==> src/rtl/aud_track_ctrl_pkg.sv <==
`default_nettype none
// +----------------------------------------------------------------------------+
// | aud_pkg : shared state encoding and speed-decode limits for aud_track_ctrl  |
// | Rev 1.0                                                                     |
// +----------------------------------------------------------------------------+
package aud_pkg;

  typedef enum logic [2:0] {
    ST_IDLE  = 3'd1,
    ST_PLAY  = 3'd2,
    ST_PLAYP = 3'd3,
    ST_RECD  = 3'd4,
    ST_RECDP = 3'd5
  } aud_state_e;

  localparam int unsigned SPEED_MIN = 1;
  localparam int unsigned SPEED_MAX = 8;

endpackage
`default_nettype wire

==> src/rtl/aud_track_ctrl_key_edge.sv <==
`default_nettype none
// +----------------------------------------------------------------------------+
// | key_edge : rising-edge press detector for one debounced button level        |
// | Rev 1.0                                                                     |
// +----------------------------------------------------------------------------+
module key_edge (
  input  logic i_AUD_BCLK,
  input  logic i_rst_n,
  input  logic key_i,
  output logic press_o
);

  logic armed_q;
  logic prev_q;

  // armed_q masks the first cycle after reset so a key held through reset is not a press
  always_ff @(posedge i_AUD_BCLK or negedge i_rst_n) begin
    if (!i_rst_n) begin
      armed_q <= 1'b0;
      prev_q  <= 1'b0;
    end else begin
      armed_q <= 1'b1;
      prev_q  <= key_i;
    end
  end

  assign press_o = armed_q & key_i & ~prev_q;

endmodule
`default_nettype wire

==> src/rtl/aud_track_ctrl.sv <==
`default_nettype none
// +----------------------------------------------------------------------------+
// | aud_track_ctrl : record/play transport FSM over N_TRACKS equal SRAM regions |
// | Rev 1.0                                                                     |
// +----------------------------------------------------------------------------+
module aud_track_ctrl
  import aud_pkg::*;
#(
  parameter  int ADDR_W   = 20,
  parameter  int N_TRACKS = 4,
  parameter  int SPEED_W  = 4,
  localparam int TRK_W    = $clog2(N_TRACKS)
) (
  input  logic              i_AUD_BCLK,
  input  logic              i_rst_n,
  input  logic              i_key_rec,
  input  logic              i_key_play,
  input  logic              i_key_stop,
  input  logic [TRK_W-1:0]  i_track_sel,
  input  logic              i_loop,
  input  logic [SPEED_W-1:0] i_speed,
  input  logic [ADDR_W-1:0] i_rec_addr,
  input  logic [ADDR_W-1:0] i_play_addr,
  output logic [2:0]        o_state,
  output logic              o_rec_start,
  output logic              o_rec_pause,
  output logic              o_play_start,
  output logic              o_play_pause,
  output logic              o_stop,
  output logic              o_restart,
  output logic [ADDR_W-1:0] o_track_base,
  output logic [ADDR_W-1:0] o_track_end,
  output logic [TRK_W-1:0]  o_cur_track,
  output logic [2:0]        o_speed,
  output logic              o_sram_we_n,
  output logic              o_err
);

  localparam int OFS_W = ADDR_W - TRK_W;

  aud_state_e        state_q, state_d;
  logic [TRK_W-1:0]  cur_d;
  logic [ADDR_W-1:0] len_q [N_TRACKS];
  logic              len_we;
  logic [TRK_W-1:0]  len_idx;
  logic [ADDR_W-1:0] len_val;
  logic              restart_d, err_d;
  logic [ADDR_W-1:0] base_d, end_d;
  logic [2:0]        speed_d;

  logic              w_rec, w_play, w_stop;
  logic [ADDR_W-1:0] w_rec_lim, w_len_max;
  logic              w_play_end;
  int unsigned       w_spd;

  key_edge u_key_rec  (.i_AUD_BCLK(i_AUD_BCLK), .i_rst_n(i_rst_n), .key_i(i_key_rec),  .press_o(w_rec));
  key_edge u_key_play (.i_AUD_BCLK(i_AUD_BCLK), .i_rst_n(i_rst_n), .key_i(i_key_play), .press_o(w_play));
  key_edge u_key_stop (.i_AUD_BCLK(i_AUD_BCLK), .i_rst_n(i_rst_n), .key_i(i_key_stop), .press_o(w_stop));

  assign w_rec_lim  = {o_cur_track, {OFS_W{1'b1}}};
  assign w_len_max  = {{TRK_W{1'b0}}, {OFS_W{1'b1}}};
  // one extra bit so a play address near the top of memory cannot wrap past the end
  assign w_play_end = ({1'b0, i_play_addr} + {{(ADDR_W-2){1'b0}}, o_speed}) >= {1'b0, o_track_end};

  assign w_spd   = 32'(i_speed);
  assign speed_d = (w_spd >= SPEED_MIN && w_spd <= SPEED_MAX) ? 3'(w_spd - 1) : 3'd0;

  always_comb begin
    state_d   = state_q;
    cur_d     = o_cur_track;
    restart_d = 1'b0;
    err_d     = 1'b0;
    len_we    = 1'b0;
    len_idx   = o_cur_track;
    len_val   = i_rec_addr - o_track_base;
    case (state_q)
      ST_IDLE: begin
        if (w_stop) begin
          state_d = ST_IDLE;
        end else if (w_rec) begin
          cur_d   = i_track_sel;
          len_we  = 1'b1;
          len_idx = i_track_sel;
          len_val = '0;
          state_d = ST_RECD;
        end else if (w_play) begin
          cur_d = i_track_sel;
          if (len_q[i_track_sel] != '0) begin
            restart_d = 1'b1;
            state_d   = ST_PLAY;
          end else begin
            err_d = 1'b1;
          end
        end
      end
      ST_RECD: begin
        len_we = 1'b1;
        if (w_stop) begin
          state_d = ST_IDLE;
        end else if (i_rec_addr >= w_rec_lim) begin
          len_val = w_len_max;
          err_d   = 1'b1;
          state_d = ST_IDLE;
        end else if (w_rec) begin
          state_d = ST_RECDP;
        end
      end
      ST_RECDP: begin
        if (w_stop)     state_d = ST_IDLE;
        else if (w_rec) state_d = ST_RECD;
      end
      ST_PLAY, ST_PLAYP: begin
        if (w_stop) begin
          state_d = ST_IDLE;
        end else if (w_play_end) begin
          if (i_loop) restart_d = 1'b1;
          else        state_d   = ST_IDLE;
        end else if (w_play) begin
          state_d = (state_q == ST_PLAY) ? ST_PLAYP : ST_PLAY;
        end
      end
      default: state_d = ST_IDLE;
    endcase
  end

  assign base_d = {cur_d, {OFS_W{1'b0}}};
  assign end_d  = base_d + ((len_we && len_idx == cur_d) ? len_val : len_q[cur_d]);

  always_ff @(posedge i_AUD_BCLK or negedge i_rst_n) begin
    if (!i_rst_n) begin
      state_q      <= ST_IDLE;
      o_cur_track  <= '0;
      o_track_base <= '0;
      o_track_end  <= '0;
      o_speed      <= '0;
      o_restart    <= 1'b0;
      o_err        <= 1'b0;
      o_rec_start  <= 1'b0;
      o_rec_pause  <= 1'b0;
      o_play_start <= 1'b0;
      o_play_pause <= 1'b0;
      o_stop       <= 1'b1;
      o_sram_we_n  <= 1'b1;
      for (int t = 0; t < N_TRACKS; t++) len_q[t] <= '0;
    end else begin
      state_q      <= state_d;
      o_cur_track  <= cur_d;
      o_track_base <= base_d;
      o_track_end  <= end_d;
      o_speed      <= speed_d;
      o_restart    <= restart_d;
      o_err        <= err_d;
      o_rec_start  <= (state_d == ST_RECD);
      o_rec_pause  <= (state_d == ST_RECDP);
      o_play_start <= (state_d == ST_PLAY);
      o_play_pause <= (state_d == ST_PLAYP);
      o_stop       <= (state_d == ST_IDLE);
      o_sram_we_n  <= !(state_d == ST_RECD || state_d == ST_RECDP);
      if (len_we) len_q[len_idx] <= len_val;
    end
  end

  assign o_state = state_q;

endmodule
`default_nettype wire

==> config.mk <==
export PLATFORM = sky130hd
export DESIGN_NAME = aud_track_ctrl
export DESIGN_NICKNAME = d
export VERILOG_FILES = /design/src/rtl/aud_track_ctrl_pkg.sv /design/src/rtl/aud_track_ctrl_key_edge.sv /design/src/rtl/aud_track_ctrl.sv
export SDC_FILE = /design/constraint.sdc
export NUM_CORES = 1
export LEC_CHECK = 0
export CORE_MARGIN = 2
export CORE_UTILIZATION = 36
export DETAILED_ROUTE_END_ITERATION = 8
export PLACE_DENSITY = 0.55
export REMOVE_ABC_BUFFERS = 1
export SYNTH_ARGS = -nofsm -noshare
export SYNTH_HDL_FRONTEND = slang
export SYNTH_SLANG_ARGS = --single-unit
==> constraint.sdc <==
create_clock -name i_AUD_BCLK -period 4.5 [get_ports i_AUD_BCLK]
set_clock_uncertainty 0.15 [all_clocks]
set_input_delay 1.125 -clock i_AUD_BCLK [delete_from_list [all_inputs] [get_ports i_AUD_BCLK]]
set_output_delay 1.125 -clock i_AUD_BCLK [all_outputs]
set_load 0.02 [all_outputs]
After elaboration in Yosys (flattened, before gate mapping)
Cells that the tools add are included.
{"block": "word_totals", "out_inout_bits": 56, "register_bits": 120, "inputBits": 52, "latch_bits": 0, "ram_bits": 0, "romBits": 0, "memories": 0}
{"block": "classes", "n_eq_ne": 11, "shift": 0, "div": 0, "mux": 56, "n_addsub": 4, "n_reduce_logical": 7, "n_lt_le_gt_ge": 8, "bitwise": 12, "n_mul": 0}
{"operator": "two-way mux 20 bit", "count": 10}
{"operator": "binary-select mux 20 bit (select 2 bit)", "count": 2}
{"operator": "bitwise mux 80 bit", "count": 1}
{"operator": "two-way mux 3 bit", "count": 14}
{"operator": "demux 20 bit (select 2 bit)", "count": 1}
{"operator": "case mux 20 bit (2 select lines)", "count": 1}
{"operator": "adder 20 x 3 -> 21 bit", "count": 1}
{"operator": "greater-or-equal comparator 21 x 20 -> 1 bit", "count": 1}
{"operator": "adder 20 bit", "count": 1}
{"operator": "greater-or-equal comparator 20 bit", "count": 1}
{"operator": "nonzero test 20 bit", "count": 1}
{"operator": "subtractor 20 bit", "count": 1}
{"operator": "two-way mux 1 bit", "count": 16}
{"operator": "two-way mux 2 bit", "count": 7}
{"operator": "equality test 3 x 2 -> 1 bit (second input constant)", "count": 4}
{"operator": "equality test 3 bit (second input constant)", "count": 4}
{"operator": "case mux 3 bit (4 select lines)", "count": 1}
{"operator": "greater-or-equal comparator 3 bit (second input constant)", "count": 3}
{"operator": "NOT 2 -> 3 bit", "count": 3}
{"operator": "AND 1 bit", "count": 6}
{"operator": "equality test 3 x 1 -> 1 bit (second input constant)", "count": 2}
{"operator": "case mux 1 bit (2 select lines)", "count": 3}
{"operator": "greater-or-equal comparator 4 x 1 -> 1 bit (second input constant)", "count": 1}
{"operator": "less-or-equal comparator 4 bit (second input constant)", "count": 1}
{"operator": "other kinds (8)", "count": 12}

Longest topological paths before layout
Gate-level depths: netlist of the first run.
{"block": "depth", "ltp_word": 13, "depth_mapped": 17}

Modules after synthesis
A second synthesis of the first run with hierarchy kept.
{"block": "hier_totals", "cells_unflattened": 686, "area_unflattened_um2": 6642.6}
{"module": "aud_track_ctrl", "seq_area_each_um2": 2906.5, "area_per_inst_um2": 6454.9, "cells_per_inst": 674, "instances": 1}
{"module": "key_edge", "seq_area_each_um2": 50.0, "area_per_inst_um2": 62.6, "cells_per_inst": 4, "instances": 3}

Least setup slack after synthesis of the first run
No wires, ideal clock.
{"block": "synth_timing", "path_kind": "input -> register", "startpoint": "in i_play_addr[0]", "endpoint": "reg state_q[0] (netlist: o_state[0])", "stages": 17, "required_time_ns": 4.268, "setup_ns": 0.082, "slack_ns": 0.033, "n_path_buf": 0, "arrival_time_ns": 4.235, "path_cell_list": "ha_1 > inv_1 > fa_1 > nand2b_1 > a21oi_1 > nand2_1 > inv_1 > nand2_1 > xnor2_1 > ha_1 > nand2_1 > or3_1 > o41a_1 > o211ai_1 > o311a_1 > a21oi_1 > or2_1"}
{"block": "synth_between", "elab_chain_len": 5}
{"item": "from (decl)", "line_no": "aud_track_ctrl.sv:23", "rtl": "input logic [ADDR_W-1:0] i_play_addr,"}
{"item": "adder 20 x 3 -> 21 bit", "line_no": "aud_track_ctrl.sv:63", "rtl": "assign w_play_end = ({1'b0, i_play_addr} + {{(ADDR_W-2){1'b0}}, o_speed}) >= {1'b0, o_track_end};"}
{"item": "greater-or-equal comparator 21 x 20 -> 1 bit", "line_no": "aud_track_ctrl.sv:63"}
{"item": "two-way mux 3 bit", "line_no": "aud_track_ctrl.sv:115", "rtl": "end else if (w_play_end) begin"}
{"item": "two-way mux 3 bit", "line_no": "aud_track_ctrl.sv:113", "rtl": "if (w_stop) begin"}
{"item": "case mux 3 bit (4 select lines)", "line_no": "aud_track_ctrl.sv:76", "rtl": "case (state_q)"}
{"item": "net state_d[0]", "line_no": "aud_track_ctrl.sv:41", "rtl": "aud_state_e state_q, state_d;"}
{"item": "to (signal assigned)", "line_no": "aud_track_ctrl.sv:146", "rtl": "state_q <= state_d;"}
{"item": "to (decl)", "line_no": "aud_track_ctrl.sv:41"}
The timed path passes the listed nets, and every way through them passes these cells.
A chain may end at the register's enable or synchronous reset.

Worst setup path in the final report of the first run
{"block": "layout_timing", "startpoint": "in i_play_addr[2]", "endpoint": "reg o_play_start"}
{"block": "layout_between", "elab_chain_len": 6}
{"item": "adder 20 x 3 -> 21 bit", "line_no": "aud_track_ctrl.sv:63"}
{"item": "greater-or-equal comparator 21 x 20 -> 1 bit", "line_no": "aud_track_ctrl.sv:63"}
{"item": "two-way mux 3 bit", "line_no": "aud_track_ctrl.sv:115"}
{"item": "two-way mux 3 bit", "line_no": "aud_track_ctrl.sv:113"}
{"item": "case mux 3 bit (4 select lines)", "line_no": "aud_track_ctrl.sv:76"}
{"item": "net state_d[1]", "line_no": "aud_track_ctrl.sv:41"}
{"item": "equality test 3 x 2 -> 1 bit", "line_no": "aud_track_ctrl.sv:155", "rtl": "o_play_start <= (state_d == ST_PLAY);"}
{"item": "to (signal assigned)", "line_no": "aud_track_ctrl.sv:155"}
{"item": "to (decl)", "line_no": "aud_track_ctrl.sv:27", "rtl": "output logic o_play_start,"}
The timed path passes the listed nets, and every way through them passes these cells.

==> results.yml, run 1 <==
outcome:
  status: "finished clean"
yosys:
  synth_top_area_share_pct: 44.8
  synth.area.top_cells: "dfrtp_1 (45%), a21oi_1 (9.0%), mux4_2 (6.5%)"
  ys_warn_count: 0
  ys_seq_area_share_pct: 46.0
  ys_ff_latch: 120
  syn_area_um2: 6540
  synth-edff-count: 0
  synth_top_cells_by_count: "a21oi_1 (117), dfrtp_1 (117), nor2_1 (104), inv_1 (37), ha_1 (29)"
  synthFlopType: "dfrtp_1"
  postSynthAreaPerCell_um2: 9.81
  synthCells: 667
  synth.largest_area_cell: "dfrtp_1"
  async_flop_share_pct: 100
  synth.distinct_cells: 57
floorplan:
  start_util_pct: 36.5
  die_h_um: 139
  io_pins: 108
  die_area_um2: 19300
  core-area_um2: 17900
  dieWidth_um: 139
  row_count: 49
setup_path:
  critical_path.startpoint_type: "input pin"
  cp.arrival_ps: 4470
  crit_family: "compound AO/OA/AOI/OAI gates"
  path_cells: "clkdlybuf4s50_1, ha_4, a21oi_2, nor2_2, and3_4, nand3_1, xnor2_1, ha_1, nand3_2, or3_4, o41a_1, o211ai_1, o21bai_1, a21o_1, nor2b_1"
  crit_path_end_kind: "flip-flop"
  critical_path_buf_inv_count: 1
  critPathRequiredTime_ps: 4660
  path_class: "input pin to flip-flop"
  timing.rr.end: "o_play_start$_DFF_PN0_"
  max_stage_delay_ps: 450
  reg2reg_from: "o_speed[0]$_DFF_PN0_"
  crit_fanout: 4
  slowest_stage: "clkdlybuf4s50_1"
  rrSetupSlack_ps: 690
  ff2ff_path_depth: 18
final_layout:
  fin_util_pct: 47.6
  nets: 862
  antenna_cells: 0
  drive_gt1_share_pct: 16.3
  stdcell_count: 1021
  synthToLayoutAreaGrowth_pct: 30.4
detailed_routing:
  vias: 5449
  route.met2.wl_mm: 9.07
  first_iter_violations: 345
  wl_met1_mm: 8.01
  ant_nets: 0
  routed.top_layer: "met4"
  remaining_drc_errors: 0
  wire_per_inst_um: 18.2
  drt-total-wl_mm: 18.5
  met3_length_um: 963
  drt-pass1-iter-count: 5
  vias_per_cell: 5.34
cts:
  htreeDepth: 4
  clkTransAtPathRegs_ps: 60
  cts-hold-fix-buffers: 0
  cts_buffer_depth: 2
  cts-root-buf: "clkbuf_16"
  cts_tree: "yes"
  clock-sinks: 120
  cts_made_buffers: 17
  clock_latency_ps: 420
timing:
  setup_viol_count_final: 0
  finalCritPeriodShare_pct: 95.7
  max_freq_ghz: 0.232
  rsz0062_at_grt: "false"
  final.setup.tns_ps: 0
  slew-limit-headroom_pct: 41.1
  whs_ps: 398
  tightest_slew_ps: 883
  hold_violations: 0
  maxSlewViolCount: 0
  fin_crit_ps: 4310
global_route:
  grt.overflow.total: 0
  grt_pass1_wl_mm: 29.9
  grt_max_degree: 69
  grt_pass1_vias: 5567
  antenna_found_initial: 0
  grt_use_total_pct: 19.6
power_and_ir_drop:
  totalPowerFinal_mw: 5.87
  ir_drop_v: 0.000295
  p_per_area_nw_per_um2: 688
  p_leak_nw: 3.64
run:
  drv_cap: 0
worst_hold_path:
  hp-class: "flip-flop to flip-flop"
  hold_end: "len_q[58]$_DFFE_PN0P_"
  hold_depth: 1
  min_from: "len_q[58]$_DFFE_PN0P_"
placement:
  io_buffers: 89
  gp_congestion: 0.874
  placed_cells: 983
  dp_hpwl_mm: 13.6
==> state kept, by name, summed over array words and instances (netlist names), 2 cells and up <==
signal / count
o_state: 3
o_track_end: 20
o_track_base: 2
o_speed: 3
len_q: 80
==> how the worst max path moves through the flow <==
stage | start | to | cells past startpoint
global route | i_play_addr[2] | o_play_start$_DFF_PN0_ | 15
global placement | i_play_addr[0] | o_rec_start$_DFF_PN0_ | 19
floorplan | i_key_rec | o_track_end[19]$_DFF_PN0_ | 10
detailed placement | i_play_addr[0] | o_play_pause$_DFF_PN0_ | 19
finish | i_play_addr[2] | o_play_start$_DFF_PN0_ | 15
CTS | i_play_addr[0] | o_play_pause$_DFF_PN0_ | 19
==> cell families (layout without fill, tap and decap cells) <==
logic type,count (synthesis),count (layout),share of synthesized area (%)
xor gates and xnor gates,21,21,2.81
adders and majority gates,30,30,5.85
and+or+nand+nor,201,201,14.5
DFF,120,120,46.0
muxes,32,32,9.01
AOI/OAI and AO/OA,173,173,15.2
other,2,19,0.115
buffers and inverters,88,196,6.50
==> power breakdown <==
part	internal (mW)	switching [mW]
Combinational	1.19	1.31
Sequential	1.61	0.440
Clock	0.822	0.499
Total	3.62	2.24
==> metrics by stage <==
step	worst slack, ps	area [um2]
2_1_floorplan	28.8	6320
6_report	195	8530
4_1_cts	10.2	8450
5_1_grt	26.1	8530
3_3_place_gp	-542	7820
3_5_place_dp	-686	7820
==> cells in the final DEF, fill, tap and decap left out, types with 4 or more instances in the layout <==
master | netlist | final
nand2_1 | 19 | 17
clkinv_2 | 0 | 4
clkbuf_16 | 0 | 17
xor2_1 | 4 | 4
a21oi_1 | 117 | 114
xnor2_1 | 17 | 16
nand4_1 | 12 | 12
a21o_1 | 7 | 7
clkinvlp_4 | 0 | 4
ha_1 | 29 | 27
nor3_1 | 11 | 10
conb_1 | 2 | 19
and3_1 | 7 | 6
buf_4 | 20 | 38
dfrtp_1 | 117 | 117
nor4_1 | 13 | 13
clkdlybuf4s50_1 | 0 | 86
nand3_1 | 11 | 9
mux2_2 | 9 | 9
mux4_2 | 19 | 19
nor2_1 | 104 | 103
o21ai_0 | 26 | 26
inv_1 | 37 | 35
==> metal layers <==
layer	track usage, %	vias to the layer above
met3	4.42	39
met1	25.4	2672
met4	7.87	0
met2	32.1	180
met5	0	-
li1	-	2558
==> final cells by class <==
type,instances,area (um2)
Fill cell,1649,9380
Multi-Input combinational cell,476,3310
Sequential cell,120,3010
Timing Repair Buffer,128,1210
Clock buffer,19,443
Tap cell,229,287
Inverter,37,139
Clock inverter,12,128
==> worst register-to-register path, delay by kind of cell (launching register included) <==
| family | cells | cell delay (ps) |
|---|---|---|
| XOR/XNOR | 1 | 150 |
| adder cells (fa/ha/maj) | 3 | 820 |
| AO/OA/AOI/OAI | 5 | 1120 |
| AND/OR/NAND/NOR | 6 | 860 |
| buffers and inverters | 3 | 250 |
| flip-flops | 1 | 360 |
==> repair_timing <==
| item | in CTS | in global routing |
|---|---|---|
| endpoints found under the setup margin | 6 | 6 |
| gates resized for setup | 10 | 10 |
| pin swaps | 8 | 15 |
| setup buffers | 3 | 4 |
| gates cloned | 0 | 0 |
No activity file was read; power rests on OpenSTA's default activity.
==> run 2: changes to the inputs <==
Settings changed: GPL_TIMING_DRIVEN from default to 0, PLACE_DENSITY 0.55 to default, RECOVER_POWER from default to 25.
==> run 2 against run 1 <==
  * The flow now finishes with violations (max-capacitance violations, max-slew violations)
  * Power shrank 0.65%
  * Count of clock-buffer cells in the layout is the same
  * First-iteration DRC count grew 31%
  * Cell area shrank 1.5%
  * Sequential share of layout area grew 0.55 points
  * Combinational power is essentially flat
  * Via count grew 0.44%
  * Worst setup slack lost 71 ps
  * Sequential power is essentially flat
  * Non-clock buffer count shrank 25
  * Worst hold slack lost 1.9 ps
  * Critical path type unchanged
  * Largest power group unchanged
==> results.yml, run 2 (same netlist as run 1, synthesis figures left out) <==
floorplan:
  start_util_pct: 36.5
  row_count: 49
  die_h_um: 139
  die_area_um2: 19300
  core-area_um2: 17900
  dieWidth_um: 139
  io_pins: 108
final_layout:
  regArea_um2: 3010
  mostFrequentLayoutCell: "dfrtp_1"
  layout_common_cells: "dfrtp_1 (117), a21oi_1 (114), nor2_1 (103), clkdlybuf4s50_1 (82), inv_1 (35)"
  top_register: "len_q"
  largestRegisters: "len_q x80, o_track_end x20"
  largest_register_ffs: 80
  nFillCells: 1638
  antenna_cells: 0
  stdcell_count: 997
  stdcell_area_um2: 8400
  drive_gt1_share_pct: 14.3
  nets: 837
  multi_input_area_um2: 3340
  synthToLayoutAreaGrowth_pct: 28.3
timing:
  setup_slack_ps: 124
  setup_viol_count_final: 0
  finalCritPeriodShare_pct: 97.2
  hold_violations: 0
  maxSlewViolCount: 36
  max_freq_ghz: 0.229
  tightest_slew_ps: 1890
  whs_ps: 396
  fin_crit_ps: 4380
  slew-limit-headroom_pct: -25.9
  rsz0062_at_grt: "false"
detailed_routing:
  drt-pass1-iter-count: 5
  ant_nets: 0
  drt-total-wl_mm: 18.3
  wire_per_inst_um: 18.3
  remaining_drc_errors: 0
  vias: 5473
  vias_per_cell: 5.49
  first_iter_violations: 451
global_route:
  grt_pass1_vias: 5610
  antenna_found_initial: 0
  grt_max_degree: 87
  grt_pass1_wl_mm: 29.6
  grt.overflow.total: 0
  grt_use_total_pct: 19.3
outcome:
  status: "finished, violations left"
  violations: "max-capacitance violations, max-slew violations"
setup_path:
  critical_path.startpoint_type: "input pin"
  crit_fanout: 4
  cp.arrival_ps: 4530
  crit_path_end_kind: "flip-flop"
  path_class: "input pin to flip-flop"
  critPathRequiredTime_ps: 4660
power_and_ir_drop:
  combPwrFrac_pct: 42.4
  ir_drop_v: 0.000326
  p_per_area_nw_per_um2: 694
  p_leak_nw: 3.57
  power.internal_mw: 3.61
  switching_share_pct: 38.2
  switchingPower_mw: 2.23
  sequentialPowerShare_pct: 35.1
  clockPowerShare_pct: 22.5
  totalPowerFinal_mw: 5.83
cts:
  htreeDepth: 4
  cts_made_buffers: 17
  cts_tree: "yes"
  clock_latency_ps: 420
  clkTransAtPathRegs_ps: 60
  cts_buffer_depth: 2
  clock-sinks: 120
  cts-root-buf: "clkbuf_16"
placement:
  dp_hpwl_mm: 12.9
  place_area_um2: 7670
  gp_congestion: 0.860
  io_buffers: 89
  placed_cells: 956
  place_ws_ps: -1010
run:
  drv_cap: 1
worst_hold_path:
  hp-class: "flip-flop to flip-flop"
run 2: per-layer routing:
metal | track usage, % | vias up | wire length (um)
met2 | 31.3 | 241 | 8780
met1 | 24.8 | 2667 | 7620
met3 | 4.42 | 54 | 1270
met5 | 0 | - | 0
met4 | 8.67 | 0 | 604
li1 | - | 2511 | -
run 2: path summary, 6_finish.rpt:
check,start,endpoint,slack [ps],cells past startpoint
max,i_play_addr[8],o_play_start$_DFF_PN0_,120,14
min,len_q[58]$_DFFE_PN0P_,len_q[58]$_DFFE_PN0P_,400,1
max reg2reg,o_speed[0]$_DFF_PN0_,o_play_start$_DFF_PN0_,600,17
min reg2reg,len_q[58]$_DFFE_PN0P_,len_q[58]$_DFFE_PN0P_,400,1
max in group asynchronous,i_rst_n,len_q[78]$_DFFE_PN0P_,990,2
min in group asynchronous,i_rst_n,len_q[26]$_DFFE_PN0P_,1070,1
run 2: critical path, cell delays in order:
cell and delay, ps:
clkdlybuf4s50_1 510, and4_4 260, and3_1 190, and3_4 220, nand3_1 100, xnor2_1 150, ha_1 310, nand3_2 90
or3_4 380, o41a_1 410, o211ai_1 240, o21bai_1 160, a21o_1 230, nor2b_1 140
run 2: timing repair:
action                                 4_1_cts  5_1_grt
pin swaps                                   16       14
hold buffers                                 0        0
endpoints found under the hold margin        0        0
setup buffers                                6        3
gates resized for setup                     18       15
setup endpoints to repair                   11        6
run 2: layout make-up:
class	instances	share of cell area, %
multi-input combinational	476	39.8
sequential	120	35.8
timing repair buffer	103	12.5
clock buffer	19	5.28
tap	229	3.41
inverter	37	1.65
clock inverter	13	1.55
run 2: per-stage QoR:
step | util (%) | setup TNS [ps]
2_1_floorplan | - | 0
3_3_place_gp | 41.9 | -365750
3_5_place_dp | 42.9 | -22900
4_1_cts | 46.7 | 0
5_1_grt | 46.9 | 0
6_report | 46.9 | 0
run 2: power groups by stage:
| stage | Clock [mW] | Combinational, mW | Sequential, mW |
|---|---|---|---|
| 2_1_floorplan | 0 | 1.42 | 2.07 |
| 3_3_place_gp | 0 | 2.31 | 2.02 |
| 3_5_place_dp | 0 | 2.42 | 2.05 |
| 4_1_cts | 1.33 | 2.46 | 2.03 |
| 5_1_grt | 1.38 | 2.72 | 2.11 |
| 6_report | 1.31 | 2.47 | 2.04 |
